[src/rtl/seg_req_if.sv]
// -----------------------------------------------------------------------------
// seg_req_if
// One requester's frame handshake toward seg_display_arbiter.
//   valid : requester has a frame to display (held until ready is seen)
//   bcd   : four BCD digits, [3:0] is the rightmost digit
//   dp    : decimal points, active-low (1 = off)
//   ready : frame is accepted at the coming clock edge
// Modports: master = requester side, slave = arbiter side.
// -----------------------------------------------------------------------------
interface seg_req_if;
  logic        valid;
  logic [15:0] bcd;
  logic [3:0]  dp;
  logic        ready;

  modport master (output valid, output bcd, output dp, input ready);
  modport slave  (input valid, input bcd, input dp, output ready);
endinterface

[src/rtl/seg_display_arbiter.sv]
// -----------------------------------------------------------------------------
// seg_display_arbiter
// Shares one 4-digit seven-segment display driver between two requesters.
// Grants are round-robin. An accepted frame stays on the display for at least
// HOLD_CYCLES. A change of owner inserts GAP_CYCLES of blanking first.
//
// Ports:
//   clk      : system clock
//   reset    : synchronous, active-high reset
//   req0     : requester 0 handshake (seg_req_if.slave)
//   req1     : requester 1 handshake (seg_req_if.slave)
//   bcd_out  : registered digits to the display driver
//   dp_out   : registered decimal points, active-low
//   blank    : 1 = display dark
//   owner    : requester whose frame is currently shown
//   busy     : 1 while in HOLD or GAP
// -----------------------------------------------------------------------------
module seg_display_arbiter #(
  parameter int unsigned HOLD_CYCLES = 100_000_000,
  parameter int unsigned GAP_CYCLES  = 10_000_000,
  parameter int unsigned CNT_W       = 27
) (
  input  logic          clk,
  input  logic          reset,
  seg_req_if.slave      req0,
  seg_req_if.slave      req1,
  output logic [15:0]   bcd_out,
  output logic [3:0]    dp_out,
  output logic          blank,
  output logic          owner,
  output logic          busy
);

  typedef enum logic [1:0] {
    S_IDLE,
    S_HOLD,
    S_LINGER,
    S_GAP
  } state_t;

  // Terminal counts: the counter runs 0..LAST inside a state, then leaves it.
  localparam logic [CNT_W-1:0] HOLD_LAST = CNT_W'(HOLD_CYCLES - 1);
  localparam logic [CNT_W-1:0] GAP_LAST  = CNT_W'((GAP_CYCLES == 0) ? 0 : GAP_CYCLES - 1);
  localparam bit               GAP_EN    = (GAP_CYCLES != 0);

  state_t           state;
  logic [CNT_W-1:0] cnt;
  logic             last_owner;
  logic [15:0]      pend_bcd;
  logic [3:0]       pend_dp;

  logic             accept_window;
  logic             grant_valid;
  logic             grant_idx;
  logic [15:0]      sel_bcd;
  logic [3:0]       sel_dp;
  logic [CNT_W-1:0] cnt_inc;

  // Round-robin grant: on a tie the requester that did not win last time goes.
  always_comb begin
    // NOTE: every output of this block gets a default first, so no path can
    // leave one unassigned and infer a latch.
    accept_window = (state == S_IDLE) || (state == S_LINGER);
    grant_valid   = req0.valid | req1.valid;
    grant_idx     = 1'b0;
    if (req0.valid && req1.valid) begin
      grant_idx = ~last_owner;
    end else if (req1.valid) begin
      grant_idx = 1'b1;
    end
    sel_bcd = grant_idx ? req1.bcd : req0.bcd;
    sel_dp  = grant_idx ? req1.dp  : req0.dp;
  end

  assign req0.ready = accept_window & grant_valid & ~grant_idx;
  assign req1.ready = accept_window & grant_valid &  grant_idx;

  // Saturating increment; the counter never wraps.
  assign cnt_inc = (cnt == {CNT_W{1'b1}}) ? cnt : cnt + 1'b1;

  always_ff @(posedge clk) begin
    // NOTE: state is updated with non-blocking assignments so every register
    // samples the pre-edge values regardless of statement order.
    if (reset) begin
      // NOTE: the pending frame registers are reset too, so a frame captured
      // before reset can never leak onto the display afterwards.
      state      <= S_IDLE;
      cnt        <= '0;
      last_owner <= 1'b1;
      pend_bcd   <= 16'h0000;
      pend_dp    <= 4'hF;
      bcd_out    <= 16'h0000;
      dp_out     <= 4'hF;
      blank      <= 1'b1;
      owner      <= 1'b0;
      busy       <= 1'b0;
    end else begin
      unique case (state)
        S_IDLE, S_LINGER: begin
          if (accept_window && grant_valid) begin
            pend_bcd   <= sel_bcd;
            pend_dp    <= sel_dp;
            last_owner <= grant_idx;
            cnt        <= '0;
            busy       <= 1'b1;
            // Same owner (or nothing shown yet): show the new frame at once.
            if (state == S_IDLE || grant_idx == owner || !GAP_EN) begin
              bcd_out <= sel_bcd;
              dp_out  <= sel_dp;
              owner   <= grant_idx;
              blank   <= 1'b0;
              state   <= S_HOLD;
            end else begin
              // Owner change: go dark, keep the old digits latched meanwhile.
              blank <= 1'b1;
              state <= S_GAP;
            end
          end
        end

        S_HOLD: begin
          if (cnt == HOLD_LAST) begin
            cnt   <= '0;
            busy  <= 1'b0;
            state <= S_LINGER;
          end else begin
            cnt <= cnt_inc;
          end
        end

        S_GAP: begin
          if (cnt == GAP_LAST) begin
            // last_owner already names the requester whose frame is pending.
            bcd_out <= pend_bcd;
            dp_out  <= pend_dp;
            owner   <= last_owner;
            blank   <= 1'b0;
            cnt     <= '0;
            state   <= S_HOLD;
          end else begin
            cnt <= cnt_inc;
          end
        end

        default: begin
          state <= S_IDLE;
          cnt   <= '0;
          blank <= 1'b1;
          busy  <= 1'b0;
        end
      endcase
    end
  end

endmodule

[src/flat_wrapper.sv]
// flat-port wrapper written by rule: the top's interface ports become plain ports
module seg_display_arbiter_flat 
#(
  parameter int unsigned HOLD_CYCLES = 100_000_000,
  parameter int unsigned GAP_CYCLES  = 10_000_000,
  parameter int unsigned CNT_W       = 27
)
  (clk, reset, bcd_out, dp_out, blank, owner, busy, req0_valid, req0_bcd, req0_dp, req0_ready, req1_valid, req1_bcd, req1_dp, req1_ready);
  seg_req_if req0_i ();
  seg_req_if req1_i ();
  input  logic clk;
  input  logic reset;
  output logic [15:0] bcd_out;
  output logic [3:0] dp_out;
  output logic blank;
  output logic owner;
  output logic busy;
  input wire logic [$bits(req0_i.valid)-1:0] req0_valid;
  input wire logic [$bits(req0_i.bcd)-1:0] req0_bcd;
  input wire logic [$bits(req0_i.dp)-1:0] req0_dp;
  output wire logic [$bits(req0_i.ready)-1:0] req0_ready;
  input wire logic [$bits(req1_i.valid)-1:0] req1_valid;
  input wire logic [$bits(req1_i.bcd)-1:0] req1_bcd;
  input wire logic [$bits(req1_i.dp)-1:0] req1_dp;
  output wire logic [$bits(req1_i.ready)-1:0] req1_ready;
  assign req0_i.valid = req0_valid;
  assign req0_i.bcd = req0_bcd;
  assign req0_i.dp = req0_dp;
  assign req0_ready = req0_i.ready;
  assign req1_i.valid = req1_valid;
  assign req1_i.bcd = req1_bcd;
  assign req1_i.dp = req1_dp;
  assign req1_ready = req1_i.ready;
  seg_display_arbiter #(.HOLD_CYCLES(HOLD_CYCLES), .GAP_CYCLES(GAP_CYCLES), .CNT_W(CNT_W)) u_core (.clk(clk), .reset(reset), .req0(req0_i), .req1(req1_i), .bcd_out(bcd_out), .dp_out(dp_out), .blank(blank), .owner(owner), .busy(busy));
endmodule
[config.mk]
export PLATFORM = sky130hd
export DESIGN_NAME = seg_display_arbiter_flat
export DESIGN_NICKNAME = d
export VERILOG_FILES = /design/src/rtl/seg_req_if.sv /design/src/rtl/seg_display_arbiter.sv /design/src/flat_wrapper.sv
export SDC_FILE = /design/constraint.sdc
export NUM_CORES = 1
export LEC_CHECK = 0
export CAP_MARGIN = 20
export CORE_MARGIN = 5
export CORE_UTILIZATION = 49
export CTS_BUF_LIST = sky130_fd_sc_hd__clkbuf_8
export DETAILED_ROUTE_END_ITERATION = 8
export GPL_TIMING_DRIVEN = 0
export PLACE_DENSITY = 0.75
export SLEW_MARGIN = 20
export SYNTH_ARGS = -nofsm -noshare
export SYNTH_HDL_FRONTEND = slang
export SYNTH_SLANG_ARGS = --single-unit
[constraint.sdc]
create_clock -name clk -period 5.7 [get_ports clk]
set_clock_uncertainty 0.05 [all_clocks]
set_input_delay 0.855 -clock clk [delete_from_list [all_inputs] [get_ports clk]]
set_output_delay 0.855 -clock clk [all_outputs]
set_load 0.01 [all_outputs]
Word level (Yosys, flattened, before mapping) --
Cells that the tools add are included.
Storage, ports and cells: flip-flop bits (word level) 73, input bits 44, output and inout port bits 25, logic and storage cells 74
Cells by class: add/sub/neg operators 1, equality and inequality tests 11, mux-type cells 33, bitwise logic cells 6, reductions and logical operators 13
Operator list (number):
- $mux W27 | 4
- $pmux W27 S3 | 1
- $mux W16 | 4
- $eq A27 B27 Y1 const B | 2
- $pmux W16 S2 | 1
- $add A27 B1 Y27 const B | 1
- $eq A27 B24 Y1 const B | 1
- $mux W4 | 4
- $mux W1 | 10
- $reduce_and A3 Y1 | 3
- $mux W2 | 4
- $ne A2 B1 Y1 const B | 4
- $pmux W4 S2 | 1
- $pmux W1 S2 | 3
- $pmux W2 S3 | 1
- $eq A2 B2 Y1 const B | 2
- $reduce_and A4 Y1 | 1
- $reduce_bool A2 Y1 | 2
- $and A1 B1 Y1 | 3
- $eq A2 B1 Y1 const B | 1
- $logic_and A1 B1 Y1 | 2
- $logic_not A2 Y1 | 1
- $logic_or A1 B1 Y1 | 2
- $not A1 Y1 | 2
- 4 further kinds | 4

Logic depth before layout (Yosys ltp) --
word-level depth 7, depth in mapped cells 8, mapped depth without buffers 6

Least setup slack after synthesis --
No wires, ideal clock.
path type in2out, start point input req1_valid, end point output req1_ready, data arrival time 1639 ps, data required time 4795 ps, setup slack 3156 ps, stages 3, buffers on the path 1, cells stage by stage a21boi_2 buf_2 and2_1
On the way: longest elaborated chain between the ends 3, elaborated cells on any way between the ends 6, those cells by class 2 x mux; 3 x bitwise; 1 x reduce/logical
Ends and longest elaborated chain:
- from (decl) | RTL line flat_wrapper.sv:22 | input wire logic [$bits(req1_i.valid)-1:0] req1_valid;
- $or A1 B1 Y1 (tied with other cells) | RTL line seg_display_arbiter.sv:64 | grant_valid = req0.valid | req1.valid;
- $and A1 B1 Y1 or $mux W1 (tied branches) | RTL line seg_display_arbiter.sv:76, seg_display_arbiter.sv:66
- $and A1 B1 Y1 (*) | RTL line seg_display_arbiter.sv:76 | assign req1.ready = accept_window & grant_valid & grant_idx;
- to (decl) | RTL line flat_wrapper.sv:25 | output wire logic [$bits(req1_i.ready)-1:0] req1_ready;
Every way passes the cells marked *; elsewhere a longest branch is shown, timed or not.

Final worst setup path --
Ends and elaborated chain as after synthesis.

==> out/results.ini <==
[critical_path]
worstPathCellList = clkdlybuf4s50_1 > a21boi_2 > buf_2 > and2_1 > clkdlybuf4s50_1
cpPeakStageDelay_ns = 0.54
reg2reg_to = u_core.cnt[20]
rrSetupSlack_ns = 3.19
crit_arrival_ns = 2.96
startpoint_type = input port
critPathKind = in2out
r2r_start = u_core.cnt[0]
r2r_cells = 7
cp_max_fo = 10
critical_path_buf_inv_count = 3
cp_common_cell = clkdlybuf4s50_1
crit_slowest_cell = clkdlybuf4s50_1
crit_family = buffers and inverters
crit_path_end_kind = output pin
worstPathRequired_ns = 4.80

[detailed_routing]
wl_per_cell_um = 18.4
via_per_inst = 6.29
ant_nets = 0
drtPass1Iterations = 6
vias = 4069
drcViolationCount = 0
drt_iter0_drc = 240
routed_wl_mm = 11.9

[global_routing]
antenna_found_initial = 0
overflow = 0
grt_max_degree = 12
track_usage_pct = 24.4
grt_pass1_wl_mm = 19.8
first_global_vias = 4088

[finish]
diodes = 0
final_layout_size_suffix_gt1_share_pct = 9.36
utilization_pct = 63.0
area_growth_pct = 24.6
final_nets = 586
finalInstanceArea_um2 = 4920

[placed_design]
gp_congestion = 0.962
place_area_um2 = 4760
place_ws_ns = 1.86
portBuffers = 68
dp_hpwl_mm = 8.74

[synthesis]
synthTopCellsByCount = dfxtp_1, nor2_1, nand2_1
ys_ff_latch = 73
ys_types = 55
synth_nets = 507
syn-cell-area_um2 = 3950
synth_edf_count = 0
synth.avg_cell_area_um2 = 8.55
synth_ff_type = dfxtp_1
synth_top_cell_by_area = dfxtp_1
ys_seq_area_share_pct = 37.0
ys_async_sr_fraction_pct = 0
synth_top_area_share_pct = 37.0
synthCells = 462
synth_area_leaders = dfxtp_1, mux2i_1, nor2_1, a31oi_1, a211oi_1
yosysMostFrequentCell = dfxtp_1
synth_warnings = 0

[flow_run]
drv_cap = 0

[clock_tree]
max-clock-path-buffers = 2
post_cts_buffers = 0
cts_resized = 0
path_clk_slew_ns = 0.07
numClockSinks = 73
tritoncts = done
hold_buffers = 0
htreeDepth = 3
clock_latency_ns = 0.35
cts_made_buffers = 9
root_buffer = clkbuf_8

[sta]
layout_setup_ws_ns = 1.83
finalSetupViolations = 0
fmax_ghz = 0.259
rsz0062_at_grt = no
slew_headroom_pct = 46.8
finalHoldViolCount = 0
worst_pin_slew_ns = 0.792
hold-worst-slack_ns = 0.426
slew_violations = 0
post-route-min-period_ns = 3.87
setup_tns_ns = 0
period_share_pct = 67.8

[min_path]
min_path_type = reg2reg
whs_path_depth = 1
whs_endpoint = u_core.bcd_out[9]
hp-start = u_core.bcd_out[9]

[pwr]
power_leakage_nw = 1.75
ir_worst_vdd_mv = 0.146
p_per_area_nw_per_um2 = 239

[die]
die_h_um = 99.8
dieArea_um2 = 9960
start_util_pct = 50.6
die_w_um = 99.8
rows = 32
boundaryPins = 69
core_area_um2 = 7810

[outcome]
run_status = finished, final reports clean

-- metrics by stage --
stage,instances,power [mW]
5_1_grt,647,1.23
4_1_cts,647,1.17
3_5_place_dp,632,0.823
3_3_place_gp,632,0.817
2_1_floorplan,462,0.717
6_report,647,1.18
-- cell type report --
type	instances	area, um2
clock buffer	10	138
fill	698	2890
tap	102	128
clock inverter	5	25.0
multi-input combinational	343	2280
inverter	5	18.8
timing repair buffer	68	681
sequential	73	1460
buffer	41	191
-- cell usage in the layout (no fill, tap or decap), types with 7 or more instances in the layout --
master	count
a211o_1	16
a211oi_1	20
a21oi_1	12
a31o_2	12
a31oi_1	28
buf_2	12
clkbuf_1	23
clkbuf_8	10
clkdlybuf4s50_1	68
dfxtp_1	73
inv_1	7
mux2i_1	24
nand2_1	31
nand3_1	14
nand3b_1	9
nand4_1	13
nor2_1	56
nor3_1	7
nor4_1	18
o211ai_1	7
-- worst max-delay path by stage --
stage / to / from / cells after the start
2_1_floorplan: req1_ready / req1_valid / 3
3_3_place_gp: req1_ready / req1_valid / 5
3_5_place_dp: req1_ready / req1_valid / 5
4_1_cts: req1_ready / req1_valid / 5
5_1_grt: req1_ready / req1_valid / 5
6_report: req1_ready / req1_valid / 5
-- registers in the layout, indices dropped and copies added, names as in the netlist --
signal             flops
u_core.pend_dp         4
u_core.bcd_out        16
u_core.state           2
u_core.owner           1
u_core.busy            1
u_core.blank           1
u_core.cnt            27
u_core.pend_bcd       16
u_core.dp_out          4
u_core.last_owner      1
-- logic make-up (layout without fill, tap and decap cells) --
family / Yosys count / after routing / share of synthesized area (%)
adder cells (fa/ha/maj): 1 / 1 / 0.317
XOR/XNOR: 5 / 5 / 1.11
buffers and inverters: 46 / 129 / 5.32
AND/OR/NAND/NOR: 177 / 177 / 23.9
flip-flops: 73 / 73 / 37.0
multiplexers: 24 / 24 / 6.08
AO/OA/AOI/OAI: 136 / 136 / 26.3
-- report_power, final --
group | leakage (nW) | total (mW) | internal, mW | switching (mW)
Clock | 0.0905 | 0.361 | 0.163 | 0.198
Sequential | 0.599 | 0.577 | 0.549 | 0.0287
Combinational | 1.06 | 0.238 | 0.118 | 0.121
Total | 1.75 | 1.18 | 0.829 | 0.347
-- per-layer routing --
metal / vias to the layer above / global-route usage, % / part of all wire [%]
met5: - / 0 / 0
met4: 0 / 8.93 / 1.8
met3: 22 / 4.38 / 7.3
met2: 195 / 39.9 / 48
met1: 1910 / 32.1 / 43
li1: 1942 / - / -
Note: power is estimated with default switching activity, not from simulation.
